$ cat config.mk
export PLATFORM = sky130hd
export DESIGN_NAME = master_out_flat
export DESIGN_NICKNAME = d
export VERILOG_FILES = /design/src/rtl/master_out_if.sv /design/src/rtl/master_out.sv /design/src/flat_wrapper.sv
export SDC_FILE = /design/constraint.sdc
export NUM_CORES = 1
export LEC_CHECK = 0
export CORE_UTILIZATION = 44
export CTS_CLUSTER_SIZE = 10
export DETAILED_ROUTE_END_ITERATION = 6
export PLACE_DENSITY = 0.64
export SLEW_MARGIN = 20
export SYNTH_ARGS = -nofsm -noshare
export SYNTH_HDL_FRONTEND = slang
export SYNTH_SLANG_ARGS = --single-unit
$ cat constraint.sdc
create_clock -name clk -period 2.6 [get_ports clk]
set_clock_uncertainty 0.15 [all_clocks]
set_input_delay 0.52 -clock clk [delete_from_list [all_inputs] [get_ports clk]]
set_output_delay 0.52 -clock clk [all_outputs]
set_load 0.005 [all_outputs]
$ cat src/rtl/master_out_if.sv
// rtl/master_out_if.sv - serial bus lanes between master_out and a bus slave input port
interface master_out_if;
    logic master_valid;
    logic slave_ready;
    logic tx_address;
    logic tx_burst;
    logic tx_data;
    logic write_enable;
    logic read_enable;

    modport master (
        output master_valid,
        output tx_address,
        output tx_burst,
        output tx_data,
        output write_enable,
        output read_enable,
        input  slave_ready
    );

    modport slave (
        input  master_valid,
        input  tx_address,
        input  tx_burst,
        input  tx_data,
        input  write_enable,
        input  read_enable,
        output slave_ready
    );
endinterface

$ cat src/rtl/master_out.sv
// rtl/master_out.sv - serial bus initiator: address/burst header then LSB-first data bytes
module master_out #(
    parameter int ADDR_LEN  = 12,
    parameter int BURST_LEN = 12,
    parameter int DATA_LEN  = 8
) (
    input  logic                 clk,
    input  logic                 reset,
    input  logic                 start,
    input  logic                 write,
    input  logic [ADDR_LEN-1:0]  address,
    input  logic [BURST_LEN-1:0] burst_len,
    input  logic [DATA_LEN-1:0]  wr_data,
    input  logic                 wr_data_valid,
    output logic                 wr_data_ready,
    output logic                 busy,
    output logic                 done,
    master_out_if.master         bus
);
    // Header lanes share one counter; the shorter lane is zero-extended so it idles at 0.
    localparam int HDR_LEN = (ADDR_LEN > BURST_LEN) ? ADDR_LEN : BURST_LEN;
    localparam int MAX_LEN = (HDR_LEN > DATA_LEN) ? HDR_LEN : DATA_LEN;
    localparam int CNT_W   = $clog2(MAX_LEN + 1);

    typedef enum logic [2:0] {IDLE, HEADER, DATA_LOAD, DATA, DONE} state_t;

    state_t               state;
    logic [HDR_LEN-1:0]   addr_sh;
    logic [HDR_LEN-1:0]   burst_sh;
    logic [DATA_LEN-1:0]  data_sh;
    logic [BURST_LEN-1:0] burst_len_reg;
    logic [BURST_LEN-1:0] beat_cnt;
    logic [CNT_W-1:0]     bit_cnt;
    logic                 write_reg;

    logic master_valid_r;
    logic tx_address_r;
    logic tx_burst_r;
    logic tx_data_r;
    logic write_enable_r;
    logic read_enable_r;

    logic                hs;
    logic                hdr_last;
    logic                data_last;
    logic [HDR_LEN-1:0]  addr_next;
    logic [HDR_LEN-1:0]  burst_next;
    logic [DATA_LEN-1:0] data_next;

    assign hs         = master_valid_r & bus.slave_ready;
    assign hdr_last   = (bit_cnt == CNT_W'(HDR_LEN - 1));
    assign data_last  = (bit_cnt == CNT_W'(DATA_LEN - 1));
    assign addr_next  = addr_sh >> 1;
    assign burst_next = burst_sh >> 1;
    assign data_next  = data_sh >> 1;

    assign bus.master_valid = master_valid_r;
    assign bus.tx_address   = tx_address_r;
    assign bus.tx_burst     = tx_burst_r;
    assign bus.tx_data      = tx_data_r;
    assign bus.write_enable = write_enable_r;
    assign bus.read_enable  = read_enable_r;

    always_ff @(posedge clk) begin
        if (reset) begin
            state          <= IDLE;
            addr_sh        <= '0;
            burst_sh       <= '0;
            data_sh        <= '0;
            burst_len_reg  <= '0;
            beat_cnt       <= '0;
            bit_cnt        <= '0;
            write_reg      <= 1'b0;
            master_valid_r <= 1'b0;
            tx_address_r   <= 1'b0;
            tx_burst_r     <= 1'b0;
            tx_data_r      <= 1'b0;
            write_enable_r <= 1'b0;
            read_enable_r  <= 1'b0;
            wr_data_ready  <= 1'b0;
            busy           <= 1'b0;
            done           <= 1'b0;
        end else begin
            case (state)
                IDLE: begin
                    done <= 1'b0;
                    if (start) begin
                        addr_sh        <= HDR_LEN'(address);
                        burst_sh       <= HDR_LEN'(burst_len);
                        burst_len_reg  <= burst_len;
                        write_reg      <= write;
                        bit_cnt        <= '0;
                        beat_cnt       <= '0;
                        master_valid_r <= 1'b1;
                        tx_address_r   <= address[0];
                        tx_burst_r     <= burst_len[0];
                        write_enable_r <= write;
                        read_enable_r  <= ~write;
                        busy           <= 1'b1;
                        state          <= HEADER;
                    end
                end

                HEADER: begin
                    if (hs) begin
                        addr_sh  <= addr_next;
                        burst_sh <= burst_next;
                        bit_cnt  <= bit_cnt + 1'b1;
                        if (hdr_last) begin
                            master_valid_r <= 1'b0;
                            tx_address_r   <= 1'b0;
                            tx_burst_r     <= 1'b0;
                            if (write_reg) begin
                                wr_data_ready <= 1'b1;
                                state         <= DATA_LOAD;
                            end else begin
                                done           <= 1'b1;
                                write_enable_r <= 1'b0;
                                read_enable_r  <= 1'b0;
                                state          <= DONE;
                            end
                        end else begin
                            tx_address_r <= addr_next[0];
                            tx_burst_r   <= burst_next[0];
                        end
                    end
                end

                DATA_LOAD: begin
                    if (wr_data_valid) begin
                        data_sh        <= wr_data;
                        bit_cnt        <= '0;
                        wr_data_ready  <= 1'b0;
                        master_valid_r <= 1'b1;
                        tx_data_r      <= wr_data[0];
                        state          <= DATA;
                    end
                end

                DATA: begin
                    if (hs) begin
                        data_sh <= data_next;
                        bit_cnt <= bit_cnt + 1'b1;
                        if (data_last) begin
                            master_valid_r <= 1'b0;
                            tx_data_r      <= 1'b0;
                            // beat_cnt counts bytes already finished, so it never has to reach burst_len + 1
                            if (beat_cnt == burst_len_reg) begin
                                done           <= 1'b1;
                                write_enable_r <= 1'b0;
                                read_enable_r  <= 1'b0;
                                state          <= DONE;
                            end else begin
                                beat_cnt      <= beat_cnt + 1'b1;
                                wr_data_ready <= 1'b1;
                                state         <= DATA_LOAD;
                            end
                        end else begin
                            tx_data_r <= data_next[0];
                        end
                    end
                end

                DONE: begin
                    done  <= 1'b0;
                    busy  <= 1'b0;
                    state <= IDLE;
                end

                default: state <= IDLE;
            endcase
        end
    end
endmodule

$ cat src/flat_wrapper.sv
// flat-port wrapper written by rule: the top's interface ports become plain ports
module master_out_flat 
#(
    parameter int ADDR_LEN  = 12,
    parameter int BURST_LEN = 12,
    parameter int DATA_LEN  = 8
)
  (clk, reset, start, write, address, burst_len, wr_data, wr_data_valid, wr_data_ready, busy, done, bus_master_valid, bus_tx_address, bus_tx_burst, bus_tx_data, bus_write_enable, bus_read_enable, bus_slave_ready);
  master_out_if bus_i ();
  input  logic clk;
  input  logic reset;
  input  logic start;
  input  logic write;
  input  logic [ADDR_LEN-1:0] address;
  input  logic [BURST_LEN-1:0] burst_len;
  input  logic [DATA_LEN-1:0] wr_data;
  input  logic wr_data_valid;
  output logic wr_data_ready;
  output logic busy;
  output logic done;
  output wire logic [$bits(bus_i.master_valid)-1:0] bus_master_valid;
  output wire logic [$bits(bus_i.tx_address)-1:0] bus_tx_address;
  output wire logic [$bits(bus_i.tx_burst)-1:0] bus_tx_burst;
  output wire logic [$bits(bus_i.tx_data)-1:0] bus_tx_data;
  output wire logic [$bits(bus_i.write_enable)-1:0] bus_write_enable;
  output wire logic [$bits(bus_i.read_enable)-1:0] bus_read_enable;
  input wire logic [$bits(bus_i.slave_ready)-1:0] bus_slave_ready;
  assign bus_master_valid = bus_i.master_valid;
  assign bus_tx_address = bus_i.tx_address;
  assign bus_tx_burst = bus_i.tx_burst;
  assign bus_tx_data = bus_i.tx_data;
  assign bus_write_enable = bus_i.write_enable;
  assign bus_read_enable = bus_i.read_enable;
  assign bus_i.slave_ready = bus_slave_ready;
  master_out #(.ADDR_LEN(ADDR_LEN), .BURST_LEN(BURST_LEN), .DATA_LEN(DATA_LEN)) u_core (.clk(clk), .reset(reset), .start(start), .write(write), .address(address), .burst_len(burst_len), .wr_data(wr_data), .wr_data_valid(wr_data_valid), .wr_data_ready(wr_data_ready), .busy(busy), .done(done), .bus(bus_i));
endmodule
==> results.md <==
* Final min period at 2.24 ns
* Cts hold-fix bufs at 0
* Commonest cells in the netlist: nand2_1, dfxtp_1, nor2_1
* Final setup TNS at 0 ns
* GR Util All Layers at 21.5%
* Worst setup EP type: flip-flop
* Max-cap violations at 0
* FF-to-FF setup slack at ~0.36 ns
* Initial antenna violation count at 0
* YS warnings at 0
* Buffers & Inverters on Critical Path at 0
* Initial DRC count at about 210
* Startpoint class of the critical path: flip-flop
* Mapped Avg Cell Area at 8.04 µm²
* Global route total overflow at 0
* Final hold vios at 0
* Total core area at between 7000 and 8000 µm²
* Syn Std Cell Area at 3490 µm²
* Outcome: complete, no violations
* Fraction of registers with async set/reset at 0%
* Number of remaining DRC errors at 0
* Setup Crit Path Kind: reg2reg
* Post-DP Area at 4010 µm²
* WL final at between 8000 and 9000 µm
* CTS clock-pin slew for the worst setup and hold paths at ~0.070 ns
* Diodes inserted at 0
* CP Max Fanout at 11
* Top Ports at 47
* HPWL after DPL at ~6000 µm
* Post-route cell area at ~4200 µm²
* Reg area at 1400 µm²
* DRT Pass-1 Iters at 4
* Fin. max-slew vios at 0
* Core Util, Final at 54.6%
* Ys flop type: dfxtp_1
* FF+latch count, synth at 70
* Vias/cell at 5.59
* Clk sinks at 70
* Final-report setup violation count at 0
* CP max stage delay at ~0.47 ns
* Maximum VDD drop at 0.000372 V
* First-pass GRT wire length at 14400 µm
* Crit path DAT at 2.36 ns
* RSZ-0062 raised after global routing: false
* Starting Density at between 40% and 50%
* Placed insts at around 560
* Worst endpoint required time at 2.72 ns
* Post-synth EDFFs at 0
* Hold WC Path Type: reg2reg
* Post-route ant nets at 0
* Die Span Y at 91.0 µm
* H-tree levels at 3
* PD cells at 583 nW/µm²
* Via count at 3232
* Mapped Cells at 434
* Die area at 8290 µm²
* Synthesized Nets at 474
* Peak Freq at 447 MHz
* CP delay by family, top: simple AND/OR/NAND/NOR gates
* TritonCTS clock tree: done
* DR WL/cell at 14.5 µm
* Dominant cells by area after synthesis: dfxtp_1, nand2_1, a311oi_1, nor2_1, a21oi_1
* Root buf cell: clkbuf_8
* Maximum clock path buffer count at 2
* Area grow syn2layout at 20.4%
* Worst slew pin tran at 0.637 ns
* Area leader, netlist: dfxtp_1
* Leak pwr at 0.00154 µW
* Area share of the largest cell type after synthesis at 40.2%
* Post-cts resize count at 0
* Critical path's slowest cell: dfxtp_1
* Vias in the first global route at 3140
* Sequential element share of the synthesized area at 40.2%
* Final Non-Filler Cells at approximately 580
* Area of the multi-input gates at ~1900 µm²
* Fillers at 732
* Clock Latency Late Sink at between 0.3 and 0.4 ns
* Cell Rows at 32
* Nets@finish at 512
* Buffers added on ports at 46
* CP Cell Sequence: xor2_1 -> nor4_2 -> nand3_2 -> a2111oi_2 -> mux2i_1
* Horiz. Die Dim at 91.0 µm
* CTS Buf Count at 9
* Slew margin rel. at 57.4%
* Largest net degree at the start of global routing at between 40 and 50
* Final GP Congestion at 0.806
* Layout cells sized above 1 at 9.66%
* Setup bufs post-CTS at 0
* Library cells used by synthesis at 63
* Count leader, synth: nand2_1
* Final worst path period share at 86.0%
## cell families (layout without fill, tap and decap cells)
family	after synthesis	count (layout)	synth area share, %
and+or+nand+nor	204	204	28.3
adders and majority gates	2	2	0.717
AOI/OAI and AO/OA	105	105	20.9
buffers and inverters	38	80	5.67
DFF	70	70	40.2
muxes	3	3	1.00
xor gates and xnor gates	12	12	3.23
## layout by cell type, fill, tap and decap left out, drive strengths merged, types with 4 or more instances in the layout
cell,netlist,routed
xor2,12,12
o21ai,17,17
a21oi,29,29
nor4,5,5
dfxtp,70,70
clkdlybuf4s50,0,45
nand4,6,6
a221oi,4,4
nand3b,6,6
inv,5,5
clkbuf,17,11
nor2,51,51
nor3b,5,5
nor3,4,4
nand2,91,91
nand2b,7,7
a31oi,8,8
buf,16,15
nand3,9,9
a311oi,26,26
## layer usage
metal | global-route usage [%] | wire length [µm]
met3 | 4.86 | 345
met1 | 26.3 | 3850
met2 | 36.4 | 4060
met4 | 8.73 | 132
met5 | 0 | 0
## path summary, 6_finish.rpt
check,startpoint,end,cells past startpoint
setup / recovery,u_core.beat_cnt[5],u_core.bus.read_enable,5
hold / removal,u_core.burst_sh[11],u_core.burst_sh[11],2
setup reg to reg,u_core.beat_cnt[5],u_core.bus.read_enable,5
hold reg to reg,u_core.burst_sh[11],u_core.burst_sh[11],2
## layout make-up
| cell class | count | share of cell area, % |
|---|---|---|
| clock buffer | 11 | 3.37 |
| sequential | 70 | 33.4 |
| multi-input combinational | 326 | 45.0 |
| timing repair buffer | 60 | 13.6 |
| clock inverter | 4 | 1.13 |
| tap | 102 | 3.04 |
| inverter | 5 | 0.447 |
## report_power, final
part / switching (µW) / internal, µW / leakage, µW
sequential: 44.0 / 1140 / 0.000572
combinational: 223 / 185 / 0.000875
clock: 401 / 461 / 0.0000952
total: 669 / 1780 / 0.00154
## worst register-to-register path: cells and delay by family, from the launching register on
family	cells	cell delay, ns
muxes	1	0.24
xor gates and xnor gates	1	0.12
and+or+nand+nor	2	0.72
AOI/OAI and AO/OA	1	0.47
DFF	1	0.47
## through the flow
step,hold slack (ns),power [µW],setup slack (ns)
after floorplan,0.287,1470,0.640
after global placement,0.296,1610,0.0551
after detailed placement,0.297,1610,0.0233
after CTS,0.306,2480,0.373
after global routing,0.320,2570,0.242
final,0.308,2450,0.364
(Power assumes the default switching activity.)
